===== config.mk =====
export PLATFORM = sky130hd
export DESIGN_NAME = regfile_sb
export DESIGN_NICKNAME = d
export VERILOG_FILES = /design/src/rtl/regfile_sb.sv
export SDC_FILE = /design/constraint.sdc
export NUM_CORES = 2
export LEC_CHECK = 0
export ABC_AREA = 0
export CORE_MARGIN = 2
export CORE_UTILIZATION = 35
export CTS_CLUSTER_DIAMETER = 100
export DETAILED_ROUTE_END_ITERATION = 8
export SYNTH_ARGS = -nofsm -noshare
export SYNTH_HDL_FRONTEND = slang
export SYNTH_SLANG_ARGS = --single-unit

===== constraint.sdc =====
create_clock -name clk -period 6.1 [get_ports clk]
set_input_delay 1.22 -clock clk [delete_from_list [all_inputs] [get_ports clk]]
set_output_delay 1.22 -clock clk [all_outputs]
set_load 0.02 [all_outputs]

===== src/rtl/regfile_sb.sv =====
// Register file x0..x31 with same-cycle writeback bypass and per-register
// saturating pending-write counters that drive the decode stall.
module regfile_sb #(
  parameter int XLEN = 32,
  parameter int CW   = 2
) (
  input  logic            clk,
  input  logic            rst_n,
  input  logic            WriteEnable,
  input  logic [4:0]      WriteReg,
  input  logic [XLEN-1:0] WriteData,
  input  logic [4:0]      rs1,
  input  logic [4:0]      rs2,
  output logic [XLEN-1:0] rd1,
  output logic [XLEN-1:0] rd2,
  input  logic            issue_valid,
  input  logic            issue_uses_rs1,
  input  logic            issue_uses_rs2,
  input  logic            issue_we,
  input  logic [4:0]      issue_rd,
  input  logic            flush,
  output logic            stall,
  output logic [31:0]     busy
);

  logic [XLEN-1:0] r_regs [1:31];
  logic [CW-1:0]   r_cnt  [1:31];

  logic [31:0] w_ready;
  logic [31:0] w_full;
  logic [31:0] w_inc;
  logic [31:0] w_dec;
  logic        w_accept;

  always_comb begin
    rd1 = '0;
    if (rs1 != 5'd0)
      rd1 = (WriteEnable && WriteReg == rs1) ? WriteData : r_regs[rs1];
  end

  always_comb begin
    rd2 = '0;
    if (rs2 != 5'd0)
      rd2 = (WriteEnable && WriteReg == rs2) ? WriteData : r_regs[rs2];
  end

  // A source whose only remaining producer writes back this cycle is ready
  // because its value reaches decode through the bypass.
  always_comb begin
    w_ready = '1;
    w_full  = '0;
    busy    = '0;
    for (int unsigned i = 1; i < 32; i++) begin
      busy[i]    = (r_cnt[i] != '0);
      w_full[i]  = (r_cnt[i] == '1);
      w_ready[i] = (r_cnt[i] == '0) ||
                   ((r_cnt[i] == CW'(1)) && WriteEnable && (WriteReg == 5'(i)));
    end
  end

  assign stall = issue_valid &
                 ((issue_uses_rs1 & ~w_ready[rs1]) |
                  (issue_uses_rs2 & ~w_ready[rs2]) |
                  (issue_we & (issue_rd != 5'd0) & w_full[issue_rd]));

  assign w_accept = issue_valid & ~stall & ~flush & issue_we & (issue_rd != 5'd0);

  always_comb begin
    w_inc = '0;
    w_dec = '0;
    for (int unsigned i = 1; i < 32; i++) begin
      w_inc[i] = w_accept && (issue_rd == 5'(i));
      w_dec[i] = WriteEnable && (WriteReg == 5'(i)) && (r_cnt[i] != '0);
    end
  end

  always_ff @(posedge clk) begin
    if (!rst_n) begin
      for (int unsigned i = 1; i < 32; i++) begin
        r_regs[i] <= '0;
        r_cnt[i]  <= '0;
      end
    end else begin
      if (WriteEnable && WriteReg != 5'd0)
        r_regs[WriteReg] <= WriteData;
      for (int unsigned i = 1; i < 32; i++) begin
        if (flush)
          r_cnt[i] <= '0;
        else if (w_inc[i] && !w_dec[i])
          r_cnt[i] <= r_cnt[i] + CW'(1);
        else if (w_dec[i] && !w_inc[i])
          r_cnt[i] <= r_cnt[i] - CW'(1);
      end
    end
  end

endmodule


Word-level counts from Yosys, hierarchy flattened
Memory sizes are Yosys's and may differ from the RTL's.
Index checks and enable logic that the tools add are counted.
{"block": "classes", "addsub": 62, "multipliers": 0, "div_mod_pow": 0, "order_cmp": 3, "n_eq_ne": 126, "shift": 0, "mux": 392, "bitwise_logic": 108, "reduce_logical": 380}
{"operator": "$mux W1", "count": 290}
{"operator": "$logic_and A1 B1 Y1", "count": 220}
{"operator": "$mux W2", "count": 93}
{"operator": "$eq A5 B5 Y1 const B", "count": 32}
{"operator": "$mux W32", "count": 5}
{"operator": "$or A1 B1 Y1", "count": 95}
{"operator": "$eq A5 B4 Y1 const B", "count": 16}
{"operator": "$add A2 B1 Y2 const B", "count": 31}
{"operator": "$eq A2 B1 Y1 const B", "count": 31}
{"operator": "$eq A2 B2 Y1 const B", "count": 31}
{"operator": "$logic_not A1 Y1", "count": 62}
{"operator": "$logic_not A2 Y1", "count": 31}
{"operator": "$reduce_bool A2 Y1", "count": 31}
{"operator": "$sub A2 B1 Y2 const B", "count": 31}
{"operator": "$eq A5 B3 Y1 const B", "count": 8}
{"operator": "$reduce_or A32 Y1", "count": 1}
{"operator": "$logic_or A1 B1 Y1", "count": 31}
{"operator": "$eq A5 B2 Y1 const B", "count": 4}
{"operator": "$reduce_bool A5 Y1", "count": 4}
{"operator": "$lt A5 B6 Y1 const B", "count": 3}
{"operator": "$bmux W1 S5", "count": 3}
{"operator": "$eq A5 B1 Y1 const B", "count": 2}
{"operator": "$eq A5 B5 Y1", "count": 2}
{"operator": "$and A1 B1 Y1", "count": 9}
{"operator": "other kinds (2)", "count": 5}
{"block": "word_totals", "register_bits": 0, "latchBits": 0, "mem_bits_rw": 1054, "romBits": 0, "inputBits": 60, "word_cells": 1073, "mem_count": 2}
{"name": "r_regs", "depth": 31, "word_bits": 32, "rd": 2, "rd_ports_with_merged_regs": 0, "wr": 31, "line_no": "26", "text": "logic [XLEN-1:0] r_regs [1:31];"}
{"name": "r_cnt", "depth": 31, "word_bits": 2, "rd": 31, "rd_ports_with_merged_regs": 0, "wr": 31, "line_no": "27", "text": "logic [CW-1:0] r_cnt [1:31];"}

Logic depth before layout (Yosys ltp)
An unclocked memory read counts as a cell.
{"block": "depth", "depth_word": 26, "ltp_mapped": 13, "depth_no_buf": 11}

Worst setup path after synthesis
OpenSTA, ideal clock, no wires.
{"block": "synth_timing", "path_kind": "input port to flip-flop", "start": "input port WriteReg[2]", "end": "memory r_regs[12][0], enable pin", "arrival_time_ps": 4592, "t_required_ps": 5634, "setup_slack_ps": 1043, "cell_stages": 7, "path_buffers": 4, "path_cell_list": "buf_6 > clkbuf_1 > or3_1 > clkbuf_1 > nand4_1 > clkbuf_1 > o21ai_0"}
{"element": "start, declared", "line_no": "10", "text": "input logic [4:0] WriteReg,"}
{"element": "end, declared", "line_no": "26"}

Final worst setup path
{"block": "layout_timing", "start": "input port WriteReg[1]", "end": "output port rd2[8]"}
{"block": "layout_between", "elab_chain_cells": 4}
{"element": "$eq A5 B5 Y1", "line_no": "44", "text": "rd2 = (WriteEnable && WriteReg == rs2) ? WriteData : r_regs[rs2];"}
{"element": "$logic_and A1 B1 Y1", "line_no": "44"}
{"element": "$mux W32", "line_no": "44"}
{"element": "$mux W32", "line_no": "43", "text": "if (rs2 != 5'd0)"}
{"element": "end, declared", "line_no": "15", "text": "output logic [XLEN-1:0] rd2,"}
No other way between the ends.

==> results.txt <==
H-tree levels: 3
Die ar.: 179800 µm²
Post-route ant nets: 0
Prevailing post-synth register cell: edfxtp_1
Initial DRT Pass Iterations: 6
CP endpoint kind: output port
Die Ht: 424.1 µm
Post-layout min period: 6.057 ns
Rows: 154
Cells after Synth: 4154
WL/cell: 33.15 µm
Number of synthesized flops with an enable pin: 1086
Count of final hold-check violations: 0
Final period util: 99.30%
Vias per inst: 5.991
R2R setup slack: 2.29 ns
Grt peak-use layer: met2
RSZ-0062 raised after global routing: no
Core area: 175700 µm²
Fill cell count: 15970
Num CTS Buffers: 114
Gr ovfl total: 0
Layout cells sized above 1: 27.48%
CTS Buffer Depth: 3
Worst Tran Pin Value: 1.195 ns
YS warnings: 0
P per Cell Area: 262.5 nW/µm²
Drt drc: 0
Clk sink count: 1086
Antenna violations before repair: 19
# Post-CTS Setup Buffers: 0
Clock Latency Late Sink: 0.75 ns
Worst Path Required: 4.88 ns
Slew Viols, Final: 0
Crit-path max FO: 31
Pin count of the biggest net entering global routing: 83
Global-route met2 utilization: 40.22%
Library cells used by synthesis: 81
Grt met3 use: 4.179%
Post-synth ARST share: 0%
Global-route wire length before repair: 311800 µm
CTS tree: yes
Port Buf Inserts: 155
Footprint of the multi-input gates: 27820 µm²
Vias in the first global route: 39850
Tot GR Track Use: 24.56%
Synthesized cell area: 61760 µm²
Worst rel slew slack: 19.94%
Clock skew: 0.02624 ns
I/O Pins: 157
Leakage power: 24.51 nW
Initial Util: 35.14%
Final setup vio count: 0
Mapped Avg Cell Area: 14.87 µm²
Post-synthesis sequential element count: 1086
Post-layout nets: 4452
Part of the Yosys area used for sequential elements: 52.80%
Via count of the routed design: 40340
DRT iter0 DRCs: 5300
Setup TNS: 0 ns
Max-Cap Viols: 0
Area Growth Syn to Fin: 15.86%
Met1 Track Usage GR: 31.62%
Worst setup SP type: input pin
Outcome: complete, no violations
Register area: 32610 µm²
CP arrival: 4.84 ns
Critical path class: in -> out
Gp weighted congestion: 0.9346
Drt total wl: 223200 µm
CTS clk-pin slew, worst paths: 0.06 ns
Post-DP HPWL: 138100 µm
Worst hold slack: 0.6226 ns
Root buffer cell: clkbuf_16
Fmax: 0.1651 GHz
HP Class: reg -> reg
Worst vdd ir: 0.2456 mV
Die W: 424.1 µm
metal layers:
| metal | share of wire, % | up-vias | wire length (µm) |
|---|---|---|---|
| met5 | 0.010 | - | 23 |
| met4 | 5.3 | 4 | 11850 |
| met3 | 9.0 | 511 | 20090 |
| met2 | 48 | 2313 | 107600 |
| met1 | 37 | 21170 | 83670 |
| li1 | - | 16340 | - |
critical path, cell delays in order:
cell and delay (ns):
clkdlybuf4s50_1 0.70, xor2_1 0.28, nor4_1 0.50, nand3_4 0.36, buf_12 0.29, a211oi_1 0.69, clkdlybuf4s50_1 0.76
kinds of logic (layout without fill, tap and decap cells):
logic type | Yosys count | in the layout | synth area share (%)
AO/OA/AOI/OAI | 304 | 304 | 3.531
XOR/XNOR | 20 | 20 | 0.2836
adder cells (fa/ha/maj) | 93 | 93 | 1.884
buffers and inverters | 530 | 733 | 3.353
flip-flops | 1086 | 1086 | 52.80
multiplexers | 725 | 725 | 24.44
other | 1 | 37 | 0.006072
AND/OR/NAND/NOR | 1395 | 1395 | 13.70
power by group:
group	total (mW)	internal [mW]	switching, mW
clock network	7.03	3.92	3.11
registers	8.82	8.62	0.203
logic	2.93	1.27	1.66
synthesized netlist by cell type (16+ instances only):
master	number	area, µm²
mux4_2	626	14100
edfxtp_1	1086	32610
ha_1	93	1164
inv_1	98	367.9
o21ai_0	36	180.2
nand4_1	38	237.7
nor2_1	110	412.9
nand2_1	44	165.2
or3_1	16	100.1
nand3_1	56	280.3
a21oi_1	50	250.2
a211oi_1	93	698.2
a31oi_1	24	150.1
nor3_1	23	115.1
and2_1	1013	6337
clkbuf_1	327	1227
buf_1	67	251.5
mux2i_1	98	980.9
a311oi_1	19	166.4
buf_2	26	130.1
metrics by stage:
stage	power, mW	cell area [µm²]	std cells	utilization, %	setup slack [ns]
global route	19.23	71550	6731	40.72	0.06844
detailed placement	11.88	67900	6523	38.64	-0.009630
global placement	11.84	67900	6523	38.64	0.05138
floorplan	10.54	61880	4186	-	1.043
CTS	18.82	71540	6729	40.71	0.003603
finish	18.78	71550	6733	40.72	0.04257
sequential cells by signal, indices dropped and copies added (netlist names):
signal,count
r_regs,1024
r_cnt,62
what timing repair did:
action | 4_1_cts | 5_1_grt
hold buffers | 0 | 0
setup endpoints to repair | 0 | 1
gates resized for setup | 0 | 1
worst paths after layout:
path,startpoint,endpoint,depth (start not counted)
max reg2reg,r_cnt[0][14],r_cnt[0][28],10
min,r_cnt[1][4],r_cnt[1][4],1
max,WriteReg[1],rd2[8],7
min reg2reg,r_cnt[1][4],r_cnt[1][4],1
cell usage in the layout, fill, tap and decap left out, types with 12 or more instances in the layout:
master | synthesis | final
clkinv_2 | 0 | 22
and3_1 | 13 | 12
clkdlybuf4s50_1 | 0 | 123
nand3_1 | 56 | 52
a211o_1 | 13 | 13
nor3_1 | 23 | 23
clkinv_1 | 2 | 21
edfxtp_1 | 1086 | 1086
clkbuf_16 | 0 | 115
clkbuf_1 | 327 | 30
mux4_2 | 626 | 626
a311oi_1 | 19 | 19
a211oi_1 | 93 | 92
a31oi_1 | 24 | 24
inv_1 | 98 | 98
mux2i_1 | 98 | 98
and2_1 | 1013 | 1013
buf_12 | 0 | 50
or3_1 | 16 | 16
nor2_4 | 0 | 30
o21ai_4 | 0 | 30
nor2_1 | 110 | 80
buf_4 | 5 | 248
nand2_1 | 44 | 43
nand4_1 | 38 | 38
a21oi_1 | 50 | 50
ha_1 | 93 | 93
nor4_1 | 14 | 12
conb_1 | 1 | 33
xor2_1 | 15 | 15
area by class of cell:
| class | instances | share of cell area [%] |
|---|---|---|
| multi-input cells | 2570 | 38.88 |
| diodes | 4 | 0.01399 |
| flip-flops and latches | 1086 | 45.58 |
| inverters | 101 | 0.5333 |
| clock inverters | 61 | 0.9058 |
| repair buffers | 426 | 5.821 |
| well taps | 2340 | 4.092 |
| clock buffers | 145 | 4.179 |
Note: power is estimated with default switching activity, not from simulation.
